==> config.mk <==
export PLATFORM = sky130hd
export DESIGN_NAME = mux_arbiter
export DESIGN_NICKNAME = d
export VERILOG_FILES = /design/src/rtl/mux_arbiter_pkg.sv /design/src/rtl/mux_arbiter_mux.sv /design/src/rtl/mux_arbiter.sv
export SDC_FILE = /design/constraint.sdc
export NUM_CORES = 1
export LEC_CHECK = 0
export CAP_MARGIN = 15
export CORE_UTILIZATION = 37
export DETAILED_ROUTE_END_ITERATION = 6
export PLACE_DENSITY = 0.8
export SLEW_MARGIN = 20
export SYNTH_ARGS = -nofsm -noshare
export SYNTH_HDL_FRONTEND = slang
export SYNTH_SLANG_ARGS = --single-unit
==> constraint.sdc <==
create_clock -name clk -period 2.1 [get_ports clk]
set_input_delay 0.42 -clock clk [delete_from_list [all_inputs] [get_ports clk]]
set_output_delay 0.42 -clock clk [all_outputs]
set_load 0.03 [all_outputs]
==> src/rtl/mux_arbiter_pkg.sv <==
// Shared constants for the two-requester arbiter: source IDs and output-buffer state encodings.
// Pure declarations: no logic, no latency, no backpressure.
package mux_arbiter_pkg;

    localparam logic SRC_A = 1'b0;
    localparam logic SRC_B = 1'b1;

    typedef enum logic {
        EMPTY = 1'b0,
        FULL  = 1'b1
    } buf_state_e;

endpackage

==> src/rtl/mux_arbiter_mux.sv <==
// WIDTH-bit 2:1 data mux: sel_i=0 passes a_i, sel_i=1 passes b_i.
// Purely combinational, zero latency, no flow control.
module mux #(
    parameter int WIDTH = 32
) (
    input  logic [WIDTH-1:0] a_i,
    input  logic [WIDTH-1:0] b_i,
    input  logic             sel_i,
    output logic [WIDTH-1:0] y_o
);

    assign y_o = sel_i ? b_i : a_i;

endmodule

==> src/rtl/mux_arbiter.sv <==
// Round-robin arbiter of two valid/ready requesters into a one-entry registered output buffer.
// 1-cycle latency; drains and reloads in the same cycle, and both readies drop while the buffer stalls.
module mux_arbiter
    import mux_arbiter_pkg::*;
#(
    parameter int WIDTH = 32
) (
    input  logic             clk,
    input  logic             rst_n,
    input  logic             a_valid,
    input  logic [WIDTH-1:0] a_data,
    output logic             a_ready,
    input  logic             b_valid,
    input  logic [WIDTH-1:0] b_data,
    output logic             b_ready,
    output logic             out_valid,
    output logic [WIDTH-1:0] out_data,
    output logic             out_src,
    input  logic             out_ready
);

    buf_state_e       state_q, state_d;
    logic [WIDTH-1:0] out_data_q, out_data_d;
    logic             out_src_q, out_src_d;
    logic             last_src_q, last_src_d;

    logic             grant_vld;
    logic             grant_src;
    logic             can_load;
    logic             load;
    logic [WIDTH-1:0] mux_dat;

    mux #(
        .WIDTH (WIDTH)
    ) u_mux (
        .a_i   (a_data),
        .b_i   (b_data),
        .sel_i (grant_src),
        .y_o   (mux_dat)
    );

    // last_src is only updated on loads, so the grant is frozen while the buffer stalls.
    always_comb begin
        grant_vld = a_valid | b_valid;
        if (a_valid && b_valid) begin
            grant_src = ~last_src_q;
        end else if (b_valid) begin
            grant_src = SRC_B;
        end else begin
            grant_src = SRC_A;
        end
        can_load = (state_q == EMPTY) || out_ready;
        // rst_n gates the readies so nothing is accepted while reset is held.
        load     = can_load && grant_vld && rst_n;
    end

    assign a_ready = load && (grant_src == SRC_A);
    assign b_ready = load && (grant_src == SRC_B);

    always_comb begin
        state_d    = state_q;
        out_data_d = out_data_q;
        out_src_d  = out_src_q;
        last_src_d = last_src_q;
        if (load) begin
            state_d    = FULL;
            out_data_d = mux_dat;
            out_src_d  = grant_src;
            last_src_d = grant_src;
        end else if (state_q == FULL && out_ready) begin
            state_d = EMPTY;
        end
    end

    always_ff @(posedge clk or negedge rst_n) begin
        if (!rst_n) begin
            state_q    <= EMPTY;
            out_data_q <= '0;
            out_src_q  <= SRC_A;
            last_src_q <= SRC_B;
        end else begin
            state_q    <= state_d;
            out_data_q <= out_data_d;
            out_src_q  <= out_src_d;
            last_src_q <= last_src_d;
        end
    end

    assign out_valid = (state_q == FULL);
    assign out_data  = out_data_q;
    assign out_src   = out_src_q;

endmodule

# [After elaboration in Yosys (flattened, before gate mapping)]
# Cells that the tools add are included.
[word_totals] regBits=35 in_bits=69 out_inout_bits=36 elab_cells=21
[op_classes] n_reduce_logical=8 bitwise_logic=4 muxes=5
[op_table] operator="$mux W32" count=1
[op_table] operator="$logic_and A1 B1 Y1" count=6
[op_table] operator="$mux W1" count=4
[op_table] operator="$not A1 Y1" count=3
[op_table] operator="$reduce_bool A2 Y1" count=1
[op_table] operator="$logic_or A1 B1 Y1" count=1
[op_table] operator="$or A1 B1 Y1" count=1

# [Depth between registers and ports, before layout]
# Gate-level depths: netlist of the first run.
[logic_depth] word_depth=5 depth_mapped=6 ltp_nobuf=3

# [Cells and area by module]
# From an unflattened synthesis of the first run, not the netlist that was laid out.
[unflattened] cells_unflattened=114 hier_area_um2=1881.8
[by_module_without_submodules] mod="mux_arbiter" area_each_um2=1337.5 seq_area_each_um2=877.1 n_inst=1 cells_each=78
[by_module_without_submodules] mod="mux" area_each_um2=544.3 seq_area_each_um2=0.0 n_inst=1 cells_each=36

# [Worst setup path after synthesis of the first run]
# Ideal clock, no wire load.
[synth_timing] kind="reg2out" startpoint="register state_q, in the netlist out_valid" endpoint="output a_ready" slack_ns=0.090 arrival_ns=1.590 stages_incl_launch_ff=6 path_buffers=2 t_required_ns=1.680 cell_sequence="dfrtp_1 -> and2b_4 -> or4_4 -> buf_6 -> buf_6 -> inv_2"
[synth_between] elab_chain_len=5
[synth_lines] element="start, declared" line_no="mux_arbiter.sv:22" text="buf_state_e state_q, state_d;"
[synth_lines] element="start signal, assigned" line_no="mux_arbiter.sv:82" text="state_q <= state_d;"
[synth_lines] element="$not A1 Y1" line_no="mux_arbiter.sv:52" text="can_load = (state_q == EMPTY) || out_ready;"
[synth_lines] element="$logic_or A1 B1 Y1" line_no="mux_arbiter.sv:52"
[synth_lines] element="$logic_and A1 B1 Y1 (2 in a row)" line_no="mux_arbiter.sv:54" text="load = can_load && grant_vld && rst_n;"
[synth_lines] element="$logic_and A1 B1 Y1" line_no="mux_arbiter.sv:57" text="assign a_ready = load && (grant_src == SRC_A);"
[synth_lines] element="end, declared" line_no="mux_arbiter.sv:12" text="output logic a_ready,"
# No other way between the ends.

# [Final worst setup path of the first run]
[layout_timing] startpoint="register last_src_q" endpoint="output a_ready"
[layout_between] elab_chain_len=4
[layout_lines] element="start, declared" line_no="mux_arbiter.sv:25" text="logic last_src_q, last_src_d;"
[layout_lines] element="start signal, assigned" line_no="mux_arbiter.sv:85" text="last_src_q <= last_src_d;"
[layout_lines] element="$not A1 Y1" line_no="mux_arbiter.sv:46" text="grant_src = ~last_src_q;"
[layout_lines] element="$mux W1" line_no="mux_arbiter.sv:45" text="if (a_valid && b_valid) begin"
[layout_lines] element="$not A1 Y1" line_no="mux_arbiter.sv:57"
[layout_lines] element="$logic_and A1 B1 Y1" line_no="mux_arbiter.sv:57"
# No other way between the ends.

==> impl_metrics.yaml, run 1 <==
pwr:
  ir_drop_mv: 0.628
  powerDensity_mw_per_mm2: 912
  power.leakage_uw: 0.00110
  finalPower_uw: 2690
placed_design:
  dp_cells: 280
  place_area_mm2: 0.00280
  pre_cts_ws_ps: -164
  dp_hpwl_mm: 3.57
  portBuffers: 104
  gp_congestion: 0.711
worst_setup_path:
  worst_path_largest_cell_delay_ps: 570
  crit_required_ps: 1680
  crit_chain: "a21boi_4 > or4_4 > inv_2 > buf_6"
  path_class: "reg2out"
  cp_max_fo: 3
  setup.worst_path.end_class: "primary output"
  critPathArrivalTime_ps: 1610
  critPathLaunchType: "flop"
  cp_slowest_cell: "dfstp_2"
clock_network:
  cts_buffer_depth: 2
  clk_pin_slew_ps: 80
  clk_latency_ps: 290
  cts-buffers-inserted: 5
  post_cts_buffers: 0
  cts-root-buf: "clkbuf_8"
  clkSinkCount: 35
  cts_tree: "built"
  htree_levels: 2
global_routing:
  grt_pass1_vias: 1553
  grt_pass1_wl_mm: 8.04
  grt_usage: 0.211
  grt_max_degree: 46
  gr-total-overflow: 0
  antenna_found_initial: 0
detailed_routing:
  num_vias: 1629
  drtAntennaViolNets: 0
  drtIter0Drc: 74
  viasPerCell: 5.66
  wire_per_inst_um: 17.7
  drc: 0
  first_pass_iters: 4
  totalWireLength_mm: 5.10
timing:
  setup_slack_ps: 71.2
  max-slew-margin-rel: 0.676
  hold_violations: 0
  fmaxAchievable_mhz: 493
  worst_clock_skew_ps: 5.02
  period_share: 0.966
  slew_violations: 0
  grt_setup_unrepaired: "false"
  finalCriticalPeriod_ps: 2030
  setup_viol: 0
  tightest_slew_ps: 487
floorplan:
  die_x_um: 70.1
  fp.dieH_um: 70.1
  ios: 105
  start_util: 0.389
  rows: 24
  core_area_mm2: 0.00441
  die_area_mm2: 0.00492
final_layout:
  diodes: 0
  fillCellCount: 343
  stdcell_count: 288
  drive_gt1_frac: 0.123
  syn_to_final_growth_pct: 71.4
  final_cell_area_mm2: 0.00295
  nets: 304
  multi_input_area_um2: 746
  regArea_um2: 877
logic_synthesis:
  ys.flop_type: "dfrtp_1"
  synth_area_leaders: "dfrtp_1, o221a_1, nand4b_1"
  ys_top_cells_by_count: "dfrtp_1, nand4b_1, o221a_1"
  ys_ff_latch: 35
  synth_fp_nets: 200
  yosysWarnings: 0
  yosys.area.top_type: "dfrtp_1"
  synth.most_common_cell: "dfrtp_1"
  netlist_area_mm2: 0.00172
  seq_area_frac_synth: 0.511
  synth.top_cell.area_share: 0.495
  synth.distinct_cells: 19
  postSynth.asyncResetShare: 1.00
  syn_avg_cell_area_um2: 13.1
  syn-instance-count: 131
  synth_enable_flop_cells: 0
job:
  drv_cap: 0
min_path:
  min_path_type: "in2async"
outcome:
  status: "completed"
-- registers in the layout, indices dropped and copies added, names as in the netlist --
signal,count
out_valid,1
out_src,1
last_src_q,1
out_data,32
-- layout make-up --
type,instances,share of cell area
Clock buffer,5,0.0234
Clock inverter,3,0.0229
Inverter,2,0.00255
Multi-Input combinational cell,76,0.253
Sequential cell,35,0.298
Tap cell,52,0.0221
Timing Repair Buffer,115,0.378
-- stage by stage --
stage | util | hold WS, ps | setup TNS, ps
final | 0.667 | 124 | 0
after global routing | 0.667 | 130 | 0
after CTS | 0.667 | 125 | 0
after detailed placement | 0.635 | 439 | -4680
after global placement | 0.635 | 436 | -3890
after floorplan | - | 124 | 0
-- final timing paths --
path | from | end | slack, ps | cells past startpoint
min in group clk | out_src | out_src | 510 | 1
max reg2reg | last_src_q | out_data[9] | 310 | 4
max | last_src_q | a_ready | 70 | 4
max in group asynchronous | rst_n | last_src_q | 1170 | 3
min | rst_n | out_src | 120 | 2
min reg2reg | out_src | out_src | 510 | 1
-- critical path: cells and delay by family (launching register included) --
kind                   cells  cell delay, ps
AOI/OAI and AO/OA          1              70
DFF                        1             570
buffers and inverters      2             200
and+or+nand+nor            1             490
-- kinds of logic after synthesis --
logic type	share of synthesized area
DFF	0.511
and+or+nand+nor	0.197
AOI/OAI and AO/OA	0.227
buffers and inverters	0.0656
-- timing repair --
item                       in CTS  in global routing
hold buffers                    0                  0
setup endpoints to repair       2                  0
resized for setup               5                  0
-- metal layers --
| metal | part of all wire | global-route usage |
|---|---|---|
| met5 | 0 | 0 |
| met2 | 0.45 | 0.317 |
| met4 | 0.013 | 0.0800 |
| met3 | 0.073 | 0.0534 |
| met1 | 0.47 | 0.292 |
-- placed cells by master (no fill, tap or decap), types with 2 or more instances in the layout --
cell             Yosys  final
buf_4                0     12
bufinv_16            0      2
clkbuf_8             0      5
clkdlybuf4s50_1      0     98
dfrtp_1             34     34
dlygate4sd2_1        0      3
inv_2                2      2
nand4b_1            32     32
o221a_1             32     32
-- report_power, final --
part           switching (uW)  leakage, uW  internal [uW]  total, uW
Combinational             527     0.000646            517       1040
Sequential               84.6     0.000389            822        907
Clock                     262    0.0000644            474        735
No activity file was read; power rests on OpenSTA's default activity.
==> inputs of run 2 (changes only) <==
--- a/config.mk
+++ b/config.mk
@@ -6,9 +6,10 @@
 export NUM_CORES = 1
 export LEC_CHECK = 0
 export CAP_MARGIN = 15
-export CORE_UTILIZATION = 37
+export CORE_UTILIZATION = 33
 export DETAILED_ROUTE_END_ITERATION = 6
-export PLACE_DENSITY = 0.8
+export PLACE_DENSITY = 0.76
+export SKIP_LAST_GASP = 1
 export SLEW_MARGIN = 20
 export SYNTH_ARGS = -nofsm -noshare
 export SYNTH_HDL_FRONTEND = slang
==> constraint.sdc (replaced) <==
create_clock -name clk -period 1.7 [get_ports clk]
set_input_delay 0.34 -clock clk [delete_from_list [all_inputs] [get_ports clk]]
set_output_delay 0.34 -clock clk [all_outputs]
set_load 0.03 [all_outputs]
==> impl_metrics.yaml, run 2 (same netlist as run 1, synthesis figures left out) <==
outcome:
  status: "finished with violations"
  violations: "negative setup slack"
clock_network:
  cts-root-buf: "clkbuf_8"
  htree_levels: 2
  clk_pin_slew_ps: 70
  clkSinkCount: 35
  clk_latency_ps: 280
  cts-buffers-inserted: 5
  cts_buffer_depth: 2
  cts_tree: "built"
timing:
  grt_setup_unrepaired: "true"
  worst_clock_skew_ps: 1.74
  finalCriticalPeriod_ps: 1950
  setup_viol: 33
  tightest_slew_ps: 362
  slew_violations: 0
  fmaxAchievable_mhz: 514
  max-slew-margin-rel: 0.758
  period_share: 1.15
  setup_slack_ps: -247
  hold_violations: 0
floorplan:
  ios: 105
  die_x_um: 74.2
  core_area_mm2: 0.00488
  rows: 25
  die_area_mm2: 0.00550
  fp.dieH_um: 74.2
  start_util: 0.352
worst_setup_path:
  r2r_slack_ps: -200
  rr_startpoint: "out_valid"
  path_class: "reg2out"
  critPathLaunchType: "flop"
  critPathArrivalTime_ps: 1610
  cp_max_fo: 2
  critical_path.reg2reg.endpoint: "out_data[6]"
  crit_required_ps: 1360
  ff2ff_path_depth: 6
  setup.worst_path.end_class: "primary output"
detailed_routing:
  num_vias: 1685
  drtIter0Drc: 64
  drtAntennaViolNets: 0
  totalWireLength_mm: 5.34
  wire_per_inst_um: 16.8
  viasPerCell: 5.30
  drc: 0
  first_pass_iters: 4
final_layout:
  diodes: 0
  mostFrequentLayoutCell: "clkdlybuf4s50_1"
  regArea_um2: 878
  nets: 319
  fillCellCount: 378
  syn_to_final_growth_pct: 86.3
  largest_reg_flops: 32
  most-common-layout-cells: "clkdlybuf4s50_1, dfrtp_1, nand4b_1, o221a_1, dlymetal6s2s_1"
  multi_input_area_um2: 743
  drive_gt1_frac: 0.175
placed_design:
  dp_hpwl_mm: 3.82
  pre_cts_ws_ps: -465
  gp_congestion: 0.766
  portBuffers: 104
min_path:
  min_path_type: "in2async"
pwr:
  switching_power_uw: 1060
  clkPwrFrac: 0.210
  sw_frac_of_total: 0.336
  p_int_uw: 2090
  p_seq_frac: 0.355
  pwr-share-comb: 0.434
  finalPower_uw: 3140
  ir_drop_mv: 0.569
  power.leakage_uw: 0.00132
  powerDensity_mw_per_mm2: 982
global_routing:
  grt_pass1_vias: 1729
  antenna_found_initial: 0
  grt_usage: 0.202
  grt_pass1_wl_mm: 8.32
  gr-total-overflow: 0
  grt_max_degree: 35
job:
  drv_cap: 0
==> run 2: routing by layer <==
metal  track usage  wire length [um]  up-vias
li1              -                 -      787
met4        0.0705               105        0
met1         0.261              2270      815
met2         0.331              2610       75
met5             0                 0        -
met3        0.0501               358        8
==> run 2: what timing repair did <==
action                     CTS  global route
hold buffers                 1             0
pin swaps                    1             5
resized for setup            7            30
hold endpoints to repair     2             0
setup endpoints to repair   35            52
cloned                       0             2
setup buffers                2             2
==> run 2: through the flow <==
stage | instance area [um^2] | utilization | hold WS (ps) | TNS, ps | instances
after floorplan | 1730 | - | 44.4 | -1210 | 131
after global placement | 2920 | 0.599 | 276 | -13710 | 304
after detailed placement | 2920 | 0.599 | 280 | -14540 | 304
after CTS | 3050 | 0.626 | 151 | -3820 | 315
after global routing | 3200 | 0.656 | 153 | -6960 | 318
final | 3200 | 0.656 | 165 | -5640 | 318
==> run 2: power groups by stage <==
stage	clock, uW	combinational, uW	sequential, uW
final	661	1370	1120
after global routing	720	1450	1140
after CTS	676	1340	1120
after detailed placement	0	1330	1130
after global placement	0	1310	1130
after floorplan	0	338	1470
==> run 2: worst max-delay path by stage <==
stage	slack, ps	to	cells after the start	startpoint
6_report	-250	a_ready	4	out_valid
5_1_grt	-290	a_ready	4	out_valid
4_1_cts	-270	a_ready	4	out_valid
3_5_place_dp	-470	out_data[28]	5	out_ready
3_3_place_gp	-440	out_data[19]	5	out_ready
2_1_floorplan	-140	a_ready	5	out_valid
==> run 2: area by class of cell <==
cell class	count	share of cell area
Sequential cell	35	0.274
Timing Repair Buffer	130	0.431
Tap cell	67	0.0262
Clock buffer	8	0.0313
Multi-Input combinational cell	76	0.232
Inverter	2	0.00469
==> run 2: critical path, stage by stage, from the launching register on <==
cell,delay (ps)
dfrtp_2,410
and2b_4,160
or4_4,570
inv_8,70
buf_6,120
